**src/rtl/inst_stream_encoder_pkg.sv**
```systemverilog
// Shared definitions for the 9-bit ISA program encoder/loader:
// mnemonic enum, error codes, halt word and opcode prefixes.
package inst_stream_encoder_pkg;

  typedef enum logic [4:0] {
    OP_LSL = 5'd0,  OP_LSR = 5'd1,  OP_XOR = 5'd2,  OP_RXR = 5'd3,
    OP_LDR = 5'd4,  OP_STR = 5'd5,  OP_SBS = 5'd6,  OP_DBS = 5'd7,
    OP_JE  = 5'd8,  OP_JNE = 5'd9,  OP_SPC = 5'd10, OP_LUT = 5'd11,
    OP_CTC = 5'd12, OP_CTI = 5'd13, OP_CTS = 5'd14, OP_CBF = 5'd15,
    OP_CPY = 5'd16, OP_ORR = 5'd17, OP_ADD = 5'd18, OP_SUB = 5'd19,
    OP_MOV = 5'd20
  } op_t;

  typedef enum logic [1:0] {
    ERR_NONE     = 2'b00,
    ERR_ILLEGAL  = 2'b01,
    ERR_OVERFLOW = 2'b10,
    ERR_UNKNOWN  = 2'b11
  } err_t;

  localparam logic [8:0] kHALT = 9'h1FF;

  localparam logic [2:0] P_LSL = 3'b000;
  localparam logic [2:0] P_LSR = 3'b001;
  localparam logic [3:0] P_XOR = 4'b0110;
  localparam logic [3:0] P_RXR = 4'b0111;
  localparam logic [4:0] P_LDR = 5'b01000;
  localparam logic [4:0] P_STR = 5'b01001;
  localparam logic [4:0] P_SBS = 5'b01010;
  localparam logic [4:0] P_DBS = 5'b01011;
  localparam logic [3:0] P_JMP = 4'b1000;
  localparam logic [3:0] P_SPC = 4'b1001;
  localparam logic [3:0] P_LUT = 4'b1010;
  localparam logic [5:0] P_CTC = 6'b101100;
  localparam logic [5:0] P_CTI = 6'b101101;
  localparam logic [5:0] P_CTS = 6'b101110;
  localparam logic [8:0] W_CBF = 9'b101111000;
  localparam logic [3:0] P_CPY = 4'b1100;
  localparam logic [3:0] P_ORR = 4'b1101;
  localparam logic [3:0] P_ALU = 4'b1110;
  localparam logic [3:0] P_MOV = 4'b1111;

endpackage

```
**src/rtl/inst_stream_encoder_pack.sv**
```systemverilog
// inst_pack: combinational packer from mnemonic + operand fields to a
// 9-bit machine word, with operand-legality and unknown-mnemonic flags.
module inst_pack
  import inst_stream_encoder_pkg::*;
(
  input  logic [4:0] mnem_i,
  input  logic [2:0] fld_a_i,
  input  logic [2:0] fld_b_i,
  input  logic       flag_i,
  input  logic [4:0] imm_i,
  output logic [8:0] word_o,
  output logic       illegal_o,
  output logic       unknown_o
);

  op_t op;
  assign op = op_t'(mnem_i);

  // Encode one instruction; the paired mnemonics (jne, sub) force their flag bit.
  always_comb begin
    word_o    = '0;
    illegal_o = 1'b0;
    unknown_o = 1'b0;
    case (op)
      OP_LSL: word_o = {P_LSL, fld_a_i, fld_b_i};
      OP_LSR: word_o = {P_LSR, fld_a_i, fld_b_i};
      OP_XOR: word_o = {P_XOR, fld_a_i, 2'b00};
      OP_RXR: word_o = {P_RXR, fld_a_i, 2'b00};
      OP_LDR: word_o = {P_LDR, fld_a_i, 1'b0};
      OP_STR: word_o = {P_STR, fld_a_i, 1'b0};
      OP_SBS: word_o = {P_SBS, fld_a_i, 1'b0};
      OP_DBS: word_o = {P_DBS, fld_a_i, 1'b0};
      OP_JE, OP_JNE: begin
        word_o    = {P_JMP, flag_i | (op == OP_JNE), fld_b_i[1:0], 2'b00};
        illegal_o = (fld_b_i[1:0] == 2'b00);
      end
      OP_SPC: word_o = {P_SPC, fld_b_i[1:0], flag_i, 2'b00};
      OP_LUT: word_o = {P_LUT, fld_a_i, flag_i, 1'b0};
      OP_CTC, OP_CTI, OP_CTS: begin
        if (op == OP_CTC)      word_o = {P_CTC, fld_a_i[1:0], 1'b0};
        else if (op == OP_CTI) word_o = {P_CTI, fld_a_i[1:0], 1'b0};
        else                   word_o = {P_CTS, fld_a_i[1:0], 1'b0};
        illegal_o = (fld_a_i[1:0] == 2'b11);
      end
      OP_CBF: word_o = W_CBF;
      OP_CPY: word_o = {P_CPY, fld_a_i, 2'b00};
      OP_ORR: word_o = {P_ORR, fld_a_i, fld_b_i[1:0]};
      OP_ADD, OP_SUB: word_o = {P_ALU, fld_a_i, flag_i | (op == OP_SUB), 1'b0};
      OP_MOV: begin
        word_o    = {P_MOV, imm_i};
        illegal_o = (imm_i == 5'd31);
      end
      default: unknown_o = 1'b1;
    endcase
  end

endmodule

```
**src/rtl/inst_stream_encoder.sv**
```systemverilog
// inst_stream_encoder: accepts symbolic instructions over valid/ready,
// writes packed words sequentially from address 0 and terminates the image
// with the halt word. Optional macro ENCODER_LEGALITY_CHECK_EN enables the
// illegal-operand and overflow checks; without it the address wraps.
//
// state | meaning
// IDLE  | after reset, waiting for Start
// RUN   | accepting instructions
// HALT  | writing the terminating halt word
// DONE  | image complete, waiting for Start
module inst_stream_encoder
  import inst_stream_encoder_pkg::*;
#(
  parameter int AW    = 8,
  parameter int DEPTH = 256
) (
  input  logic          Clk,
  input  logic          Reset,
  input  logic          Start,
  input  logic          InValid,
  output logic          InReady,
  input  logic [4:0]    Mnem,
  input  logic [2:0]    FldA,
  input  logic [2:0]    FldB,
  input  logic          Flag,
  input  logic [4:0]    Imm,
  input  logic          Last,
  output logic          WrEn,
  output logic [AW-1:0] WrAddr,
  output logic [8:0]    WrData,
  output logic          Busy,
  output logic          Done,
  output logic          Error,
  output logic [1:0]    ErrCode,
  output logic [AW:0]   Count
);

  typedef enum logic [1:0] {S_IDLE, S_RUN, S_HALT, S_DONE} state_t;

  localparam logic [AW-1:0] LAST_ADDR = AW'(DEPTH - 1);

  state_t        state_q, state_d;
  logic [AW-1:0] addr_q, addr_d, addr_nxt;
  logic [AW:0]   count_q, count_d;
  logic          wr_en_q, wr_en_d;
  logic [AW-1:0] wr_addr_q, wr_addr_d;
  logic [8:0]    wr_data_q, wr_data_d;
  logic          err_q, err_d;
  err_t          err_code_q, err_code_d;
  err_t          beat_err;

  logic [8:0] word;
  logic       illegal, unknown;

  inst_pack u_pack (
    .mnem_i    (Mnem),
    .fld_a_i   (FldA),
    .fld_b_i   (FldB),
    .flag_i    (Flag),
    .imm_i     (Imm),
    .word_o    (word),
    .illegal_o (illegal),
    .unknown_o (unknown)
  );

  assign addr_nxt = (addr_q == LAST_ADDR) ? '0 : addr_q + 1'b1;

  // Classify the presented beat; unknown mnemonic takes priority.
  always_comb begin
    beat_err = ERR_NONE;
    if (unknown) beat_err = ERR_UNKNOWN;
`ifdef ENCODER_LEGALITY_CHECK_EN
    else if (illegal) beat_err = ERR_ILLEGAL;
    else if (addr_q == LAST_ADDR) beat_err = ERR_OVERFLOW;
`endif
  end

`ifndef ENCODER_LEGALITY_CHECK_EN
  logic unused_illegal;
  assign unused_illegal = illegal;
`endif

  // Next-state and datapath: a faulty beat skips its write and goes straight to halt.
  always_comb begin
    state_d    = state_q;
    addr_d     = addr_q;
    count_d    = count_q;
    wr_en_d    = 1'b0;
    wr_addr_d  = wr_addr_q;
    wr_data_d  = wr_data_q;
    err_d      = err_q;
    err_code_d = err_code_q;
    case (state_q)
      S_IDLE, S_DONE: begin
        if (Start) begin
          state_d    = S_RUN;
          addr_d     = '0;
          count_d    = '0;
          err_d      = 1'b0;
          err_code_d = ERR_NONE;
        end
      end
      S_RUN: begin
        if (InValid) begin
          if (beat_err != ERR_NONE) begin
            err_d      = 1'b1;
            err_code_d = beat_err;
            state_d    = S_HALT;
          end else begin
            wr_en_d   = 1'b1;
            wr_addr_d = addr_q;
            wr_data_d = word;
            addr_d    = addr_nxt;
            count_d   = count_q + 1'b1;
            if (Last) state_d = S_HALT;
          end
        end
      end
      S_HALT: begin
        wr_en_d   = 1'b1;
        wr_addr_d = addr_q;
        wr_data_d = kHALT;
        addr_d    = addr_nxt;
        count_d   = count_q + 1'b1;
        state_d   = S_DONE;
      end
      default: state_d = S_IDLE;
    endcase
  end

  // State and datapath registers; reset aborts any program in flight.
  always_ff @(posedge Clk or posedge Reset) begin
    if (Reset) begin
      state_q    <= S_IDLE;
      addr_q     <= '0;
      count_q    <= '0;
      wr_en_q    <= 1'b0;
      wr_addr_q  <= '0;
      wr_data_q  <= '0;
      err_q      <= 1'b0;
      err_code_q <= ERR_NONE;
    end else begin
      state_q    <= state_d;
      addr_q     <= addr_d;
      count_q    <= count_d;
      wr_en_q    <= wr_en_d;
      wr_addr_q  <= wr_addr_d;
      wr_data_q  <= wr_data_d;
      err_q      <= err_d;
      err_code_q <= err_code_d;
    end
  end

  assign InReady = (state_q == S_RUN);
  assign Busy    = (state_q == S_RUN) || (state_q == S_HALT);
  assign Done    = (state_q == S_DONE);
  assign WrEn    = wr_en_q;
  assign WrAddr  = wr_addr_q;
  assign WrData  = wr_data_q;
  assign Error   = err_q;
  assign ErrCode = err_code_q;
  assign Count   = count_q;

endmodule

```
**config.mk**
```make
export PLATFORM = sky130hd
export DESIGN_NAME = inst_stream_encoder
export DESIGN_NICKNAME = d
export VERILOG_FILES = /design/src/rtl/inst_stream_encoder_pkg.sv /design/src/rtl/inst_stream_encoder_pack.sv /design/src/rtl/inst_stream_encoder.sv
export SDC_FILE = /design/constraint.sdc
export NUM_CORES = 1
export LEC_CHECK = 0
export CORE_MARGIN = 3
export CORE_UTILIZATION = 45
export DETAILED_ROUTE_END_ITERATION = 6
export HOLD_SLACK_MARGIN = 0.05
export PLACE_DENSITY = 0.79
export SLEW_MARGIN = 20
export SYNTH_ARGS = -nofsm -noshare
export SYNTH_HDL_FRONTEND = slang
export SYNTH_SLANG_ARGS = --single-unit
```
**constraint.sdc**
```tcl
create_clock -name Clk -period 1.9 [get_ports Clk]
set_clock_uncertainty 0.05 [all_clocks]
set_input_delay 0.19 -clock Clk [delete_from_list [all_inputs] [get_ports Clk]]
set_output_delay 0.19 -clock Clk [all_outputs]
set_load 0.01 [all_outputs]
```
# Word level (Yosys, flattened, before mapping)
# Index checks and enable logic that the tools add are counted.
classes:
  addsub: 2
  n_eq_ne: 29
  mux: 35
  n_bitwise: 2
  n_reduce_logical: 15
op_table:
  columns: ["cell", "n"]
  rows:
  - ["case mux 9 bit (17 select lines)", 1]
  - ["2-to-1 mux 9 bit", 6]
  - ["2-to-1 mux 8 bit", 6]
  - ["equality test 5 x 4 -> 1 bit (second input constant)", 8]
  - ["case mux 9 bit (3 select lines)", 1]
  - ["equality test 5 bit (second input constant)", 5]
  - ["case mux 8 bit (3 select lines)", 1]
  - ["OR reduction 21 bit", 1]
  - ["equality test 5 x 3 -> 1 bit (second input constant)", 4]
  - ["case mux 9 bit (2 select lines)", 1]
  - ["2-to-1 mux 2 bit", 8]
  - ["case mux 8 bit (2 select lines)", 1]
  - ["equality test 5 x 2 -> 1 bit (second input constant)", 2]
  - ["adder 9 x 1 -> 9 bit (second input constant)", 1]
  - ["AND reduction 3 bit", 3]
  - ["adder 8 x 1 -> 8 bit (second input constant)", 1]
  - ["equality test 8 bit (second input constant)", 1]
  - ["inequality test 2 bit (second input constant)", 3]
  - ["case mux 2 bit (3 select lines)", 1]
  - ["nonzero test 2 bit", 3]
  - ["OR reduction 2 bit", 3]
  - ["equality test 5 x 1 -> 1 bit (second input constant)", 1]
  - ["zero test 5 bit", 1]
  - ["2-to-1 mux 1 bit", 5]
  - ["12 further kinds", 15]
totals:
  reg_bits: 40
  inputBits: 22
  output_inout_bits: 33
  elab_cells: 91

# Logic depth before layout (Yosys ltp)
# Gate-level depths: netlist (run 1).
depth:
  ltp_word: 7
  depth_mapped: 8
  ltp_nobuf: 6

# By module
# Synthesis (run 1) repeated with hierarchy kept, for this count alone.
unflattened:
  cells_unflattened: 249
  area_unflattened_um2: 2373.5
by_module_without_submodules:
  columns: ["mod", "instances", "cells_per_inst", "area_each_um2"]
  rows:
  - ["inst_stream_encoder", 1, 174, 1863.0]
  - ["inst_pack", 1, 75, 510.5]

# Least setup slack after synthesis (run 1)
# No wires, ideal clock.
synth_timing:
  path_type: "register to register"
  from: "register state_q[0]"
  to: "register err_q (netlist: Error)"
  arrival_time_ns: 1.717
  setup_slack_ns: 0.007
  stages_incl_launch_ff: 8
  path_buffers: 1
  period_less_slack_ns: 1.893
  path_cell_list: "dfrtp_1 inv_1 ha_1 buf_2 clkinv_1 nor2_1 nor2_1 o2bb2a_1"
synth_between:
  elab_chain_len: 4
synth_lines:
  columns: ["item", "line", "source"]
  rows:
  - ["start, declared", "inst_stream_encoder.sv:42", "state_t state_q, state_d;"]
  - ["start signal, assigned", "inst_stream_encoder.sv:143", "state_q <= state_d;"]
  - ["equality test 2 bit / zero test 2 bit (equally long branches)", "inst_stream_encoder.sv:93", "case (state_q)"]
  - ["OR reduction 2 bit", "inst_stream_encoder.sv:93", null]
  - ["inequality test 2 bit (no source line) / nonzero test 2 bit (equally long branches)", null, null]
  - ["AND reduction 4 bit (no source line)", null, null]
  - ["end signal, assigned", "inst_stream_encoder.sv:149", "err_q <= err_d;"]
  - ["end, declared", "inst_stream_encoder.sv:48", "logic err_q, err_d;"]
# Parallel ways exist; a longest one is shown, timed or not.
# A chain may end at the register's enable or synchronous reset.

# Worst setup path in the final report (run 1)
layout_timing:
  from: "register state_q[0]"
  to: "register wr_data_q[1] (netlist: WrData[1])"
layout_between:
  elab_chain_len: 3
layout_lines:
  columns: ["item", "line", "source"]
  rows:
  - ["equality test 2 x 1 -> 1 bit / equality test 2 bit (equally long branches)", "inst_stream_encoder.sv:93", null]
  - ["inequality test 2 bit (no source line) / nonzero test 2 bit (equally long branches)", null, null]
  - ["AND reduction 3 bit (no source line)", null, null]
  - ["end signal, assigned", "inst_stream_encoder.sv:148", "wr_data_q <= wr_data_d;"]
  - ["end, declared", "inst_stream_encoder.sv:47", "logic [8:0] wr_data_q, wr_data_d;"]
# Parallel ways exist; a longest one is shown, timed or not.

==> results.md, run 1 <==
- Root buffer cell: clkbuf_8
- Worst-case reg-to-reg path depth: 6
- Synth area leaders: dfrtp_1 (42%), mux2_2 (4.9%), o21ai_0 (4.4%)
- Worst reg2reg setup slack: 110 ps
- RSZ-0062 raised after global routing: false
- CTS tree: built
- Iter 0 DRT Violations: 287
- IO buf count: 54
- Clk slew on worst S/H paths: 70 ps
- First-pass GRT wire length: 10.5 mm
- P&R area growth vs syn: 39.9%
- Routed len/inst: 16.3 um
- Gpl congestion: 0.956
- Async S/R FF share, synth: 1.00
- Clock Tree Buf Depth: 2
- P per Cell Area: 1380 mW/mm^2
- Final min period: 1790 ps
- M1 wire length: 2.77 mm
- Largest net degree at the start of global routing: 40
- Worst Setup SP: state_q[0]
- Routed Antenna Nets: 0
- EDFF count, synth: 0
- Yosys top cell area share: 0.424
- # IOs: 55
- Core area: 0.00482 sq mm
- Post-Layout Cell Count: 382
- Net count after synthesis: 267
- Ant diodes: 0
- Vias in the first global route: 2161
- Layout filler cell count: 425
- Post-route DRC: 0
- DP HPWL: 4.54 mm
- Routed Wire Length: 6.24 mm
- Synth cell types: 57
- Vias per inst: 5.92
- CP Capture Type: flip-flop
- Period utilization: 0.940
- Vias: 2261
- Yosys top cell by area: dfrtp_1
- Reg2reg end: WrData[1]
- Avg Synthesized Cell Area: 9.63 sq um
- CTS sink cnt: 39
- WP data required: 2030 ps
- Pleak: 1.44 nW
- Die H: 77.5 um
- Final nets: 343
- Die Wd: 77.5 um
- 1st-pass router iterations: 6
- Post-synth top flop: dfrtp_1
- Num CTS Buffers: 5
- Met3 WL: 373 um
- Worst setup SP type: flip-flop
- Metal2 WL: 3.02 mm
- Crit-path max FO: 18
- Max-slew violation count: 0
- Initial core utilization: 0.478
- Top sig layer: met4
- Data arrival, critical path: 1910 ps
- Hold Fails Final Rpt: 0
- Max-Cap Viols: 0
- Fmax: 560 MHz
- Final setup vio count: 0
- Total negative slack: 0 ps
- Status: finished, final reports clean
- Overflow after GRT: 0
- Worst hold-check path type: in -> async
- DIE AREA: 0.00601 sq mm
- Worst-Skew Late Latency: 290 ps
- Hold WS: 260 ps
- Synth warn: 0
- Seq/Total Area, Yosys: 0.424
- Mapped cell area: 0.00230 sq mm
- Crit path kind: reg -> reg
- Placed Cells: 375
- Flops & latches, synth: 39
- Slew of the pin with the lowest slew margin: 568 ps
- Syn Inst Count: 239
- Post-CTS setup buffers: 0
- FP Rows: 25
- Layout cells sized above 1: 0.165
- Slew headroom: 0.616
- Initial antenna violation count: 0
- FF-to-FF Start: state_q[0]
- Gr usage total: 0.216
- Maximum VDD drop: 1.16 mV
- # H-tree levels: 2
-- how the worst max path moves through the flow --
stage | endpoint | slack [ps] | cells past startpoint
CTS | InReady | 50 | 3
floorplan | Error | 7 | 7
finish | WrData[1] | 110 | 6
global placement | WrData[2] | -50 | 6
global route | WrAddr[1] | 30 | 6
detailed placement | WrData[6] | -140 | 7
-- per-layer routing --
layer  track usage  up-vias
li1              -     1063
met1         0.293     1092
met2         0.347       98
met3        0.0429        8
met4        0.0712        0
met5             0        -
-- through the flow --
step                 util  area (sq um)  setup WS (ps)  power [mW]
floorplan               -          2300           6.87        2.58
global route        0.668          3220           25.8        4.78
global placement    0.642          3090          -45.3        3.72
finish              0.668          3220            113        4.45
CTS                 0.664          3200           54.5        4.46
detailed placement  0.642          3090           -142        3.77
-- layout make-up --
type | count | area [sq um] | share of cell area
clock buffers | 6 | 72.6 | 0.0225
flip-flops and latches | 39 | 976 | 0.303
inverters | 9 | 38.8 | 0.0120
repair buffers | 84 | 792 | 0.246
multi-input cells | 176 | 1230 | 0.381
well taps | 67 | 83.8 | 0.0260
clock inverters | 1 | 30.0 | 0.00933
-- synth_stat cells, drive strengths merged (2+ instances only) --
library cell and count:
a41oi 2, nor4b 2, a21oi 8, nor2 13, a2bb2oi 2, buf 11
nand2b 2, nor3 2, mux2i 5, o21ai 21, a21o 2, a221oi 3
o22a 2, inv 8, a2111oi 2, dfrtp 39, a211o 2, nor4 2
and3 8, a31oi 5, o21a 3, clkbuf 4, mux2 10, nand3b 2
nand4 2, and2 5, o211ai 3, nand3 15, nand2 12, ha 6
o31ai 13
-- logic make-up after synthesis --
family / synth area share
compound gates: 0.243
xor+xnor: 0.00381
fa+ha+maj: 0.0370
buf+inv: 0.0500
flops: 0.424
mux: 0.0707
simple gates: 0.172
-- registers in the layout, summed over array words and instances (netlist names) --
signal	cells
ErrCode	1
WrEn	1
state_q	2
WrData	9
addr_q	8
Count	9
Error	1
WrAddr	8
-- repair_timing --
item                       CTS  global route
hold buffers                 0             0
setup endpoints to repair    1             9
pin swaps                    0             0
gates resized for setup      3             4
-- worst max-delay path, cell delays in order, from the launching register on --
cell and delay, ps:
dfrtp_1 350, inv_1 60, ha_1 340, buf_4 220
nor2_1 120, buf_4 180, mux2_2 340
-- layout by cell type (no fill, tap or decap), drive strengths merged, types with 5 or more instances in the layout --
cell | netlist | final
nand2 | 12 | 12
and2 | 5 | 5
o31ai | 13 | 13
clkdlybuf4s50 | 0 | 52
nand3 | 15 | 15
mux2 | 10 | 10
o21ai | 21 | 21
dfrtp | 39 | 39
mux2i | 5 | 5
a21oi | 8 | 8
inv | 8 | 8
nor2 | 13 | 13
clkbuf | 4 | 6
a31oi | 5 | 5
and3 | 8 | 8
buf | 11 | 30
ha | 6 | 6
-- power by group --
part	switching, mW	internal, mW
Sequential	0.166	1.08
Clock	0.284	0.385
Combinational	1.27	1.26
No activity file was read; power rests on OpenSTA's default activity.
==> run 2: changes to the inputs <==
--- a/config.mk
+++ b/config.mk
@@ -5,11 +5,13 @@
 export SDC_FILE = /design/constraint.sdc
 export NUM_CORES = 1
 export LEC_CHECK = 0
+export CORE_ASPECT_RATIO = 0.6
 export CORE_MARGIN = 3
 export CORE_UTILIZATION = 45
 export DETAILED_ROUTE_END_ITERATION = 6
 export HOLD_SLACK_MARGIN = 0.05
 export PLACE_DENSITY = 0.79
+export REMOVE_ABC_BUFFERS = 1
 export SLEW_MARGIN = 20
 export SYNTH_ARGS = -nofsm -noshare
 export SYNTH_HDL_FRONTEND = slang
==> run 2 against run 1 <==
Net effect:
- sequential power barely moved
- critical path depth fell by 3
- routed wire length rose by 6.0%
- sequential share of layout area fell by 0.16 points
- sequential cell count did not move
- worst setup slack got worse by 19 ps
- highest routed layer unchanged
- largest power group unchanged
- die area rose by 0.47%
- non-clock buffer count rose by 3
- power rose by 0.13%
==> results.md, run 2 (synthesis results as in run 1) <==
- CTS sink cnt: 39
- Pwr Total: 4.45 mW
- Hold Buf Count CTS: 0
- Most frequent cells in the layout: clkdlybuf4s50_1 (53), dfrtp_1 (39), buf_4 (31)
- Met3 WL: 618 um
- Slew headroom: 0.675
- Hold Fails Final Rpt: 0
- Vias per inst: 6.02
- Layout filler cell count: 388
- Worst-Skew Late Latency: 290 ps
- # H-tree levels: 2
- P&R area growth vs syn: 40.7%
- Ant diodes: 0
- Core area: 0.00475 sq mm
- Status: finished, final reports clean
- Routed Antenna Nets: 0
- Iter 0 DRT Violations: 287
- Worst hold-check path type: in -> async
- Die H: 61.4 um
- Post-Layout Cell Count: 382
- Final setup vio count: 0
- Total negative slack: 0 ps
- DIE AREA: 0.00604 sq mm
- Initial core utilization: 0.484
- Worst setup SP type: flip-flop
- Routed len/inst: 17.3 um
- Gr usage total: 0.231
- Crit-path max FO: 4
- 1st-pass router iterations: 5
- Final min period: 1810 ps
- Slew of the pin with the lowest slew margin: 488 ps
- CP Capture Type: output pin
- # IOs: 55
- Max-slew violation count: 0
- Pleak: 1.45 nW
- Max-Cap Viols: 0
- Vias: 2298
- Post-route DRC: 0
- Layout cells sized above 1: 0.179
- Metal2 WL: 2.86 mm
- Gpl congestion: 0.977
- Final nets: 346
- Clock Tree Buf Depth: 2
- Root buffer cell: clkbuf_8
- Fmax: 554 MHz
- Num CTS Buffers: 5
- Crit path kind: reg -> out
- DP HPWL: 4.96 mm
- P per Cell Area: 1380 mW/mm^2
- Period utilization: 0.950
- Worst-case reg-to-reg path depth: 6
- Top sig layer: met4
- Multi-input gate area: 0.00123 sq mm
- First-pass GRT wire length: 10.9 mm
- Routed Wire Length: 6.62 mm
- M1 wire length: 3.07 mm
- Data arrival, critical path: 1570 ps
- CTS tree: built
- Overflow after GRT: 0
- Placed Cells: 372
- Clk slew on worst S/H paths: 80 ps
- IO buf count: 54
- Vias in the first global route: 2242
- WP data required: 1660 ps
- Initial antenna violation count: 0
- Storage element area: 976 sq um
- Die Wd: 98.3 um
- Maximum VDD drop: 0.824 mV
- Largest net degree at the start of global routing: 40
- Commonest non-fill, non-tap cell in the layout: clkdlybuf4s50_1
- FP Rows: 19
## run 2: metal layers
layer,GRT usage,vias to the layer above
met1,0.322,1093
li1,-,1070
met4,0.0584,0
met2,0.363,124
met5,0,-
met3,0.0667,11
## run 2: power breakdown
part	switching [mW]	total [mW]	internal, mW	leakage (nW)
combinational	1.25	2.46	1.21	0.878
clock	0.293	0.718	0.425	0.0612
sequential	0.189	1.27	1.08	0.507
## run 2: timing repair
action | in CTS | in global routing
buffers inserted | 0 | 2
setup endpoints to repair | 3 | 16
gates resized for setup | 2 | 4
## run 2: metrics by stage
| stage | instance area [sq um] | utilization | setup slack (ps) | hold slack, ps |
|---|---|---|---|---|
| 4_1_cts | 3200 | 0.673 | 14.3 | 269 |
| 3_5_place_dp | 3080 | 0.649 | -209 | 438 |
| 5_1_grt | 3240 | 0.681 | -1.63 | 308 |
| 2_1_floorplan | 2220 | - | -730 | 342 |
| 3_3_place_gp | 3080 | 0.649 | -159 | 425 |
| 6_report | 3240 | 0.681 | 94.2 | 256 |
## run 2: final cells by class
class / count / share of cell area
Multi-Input combinational cell: 176 / 0.379
Sequential cell: 39 / 0.302
Timing Repair Buffer: 87 / 0.248
Clock buffer: 6 / 0.0255
Tap cell: 63 / 0.0244
Clock inverter: 2 / 0.0108
Inverter: 9 / 0.0108
## run 2: final timing paths
kind                             endpoint        from  slack (ps)
worst max-delay path              InReady  state_q[1]          90
worst min-delay path            WrAddr[4]       Reset         260
worst max register to register  WrAddr[1]  state_q[0]         100
worst min register to register   Count[8]    Count[8]         440
max in group asynchronous       WrData[2]       Reset        1200
min in group Clk                 Count[8]    Count[8]         440
## run 2: worst max-delay path: stages, from the launching register on
cell	delay (ps)
dfrtp_1	410
inv_1	100
ha_2	220
clkdlybuf4s50_1	540
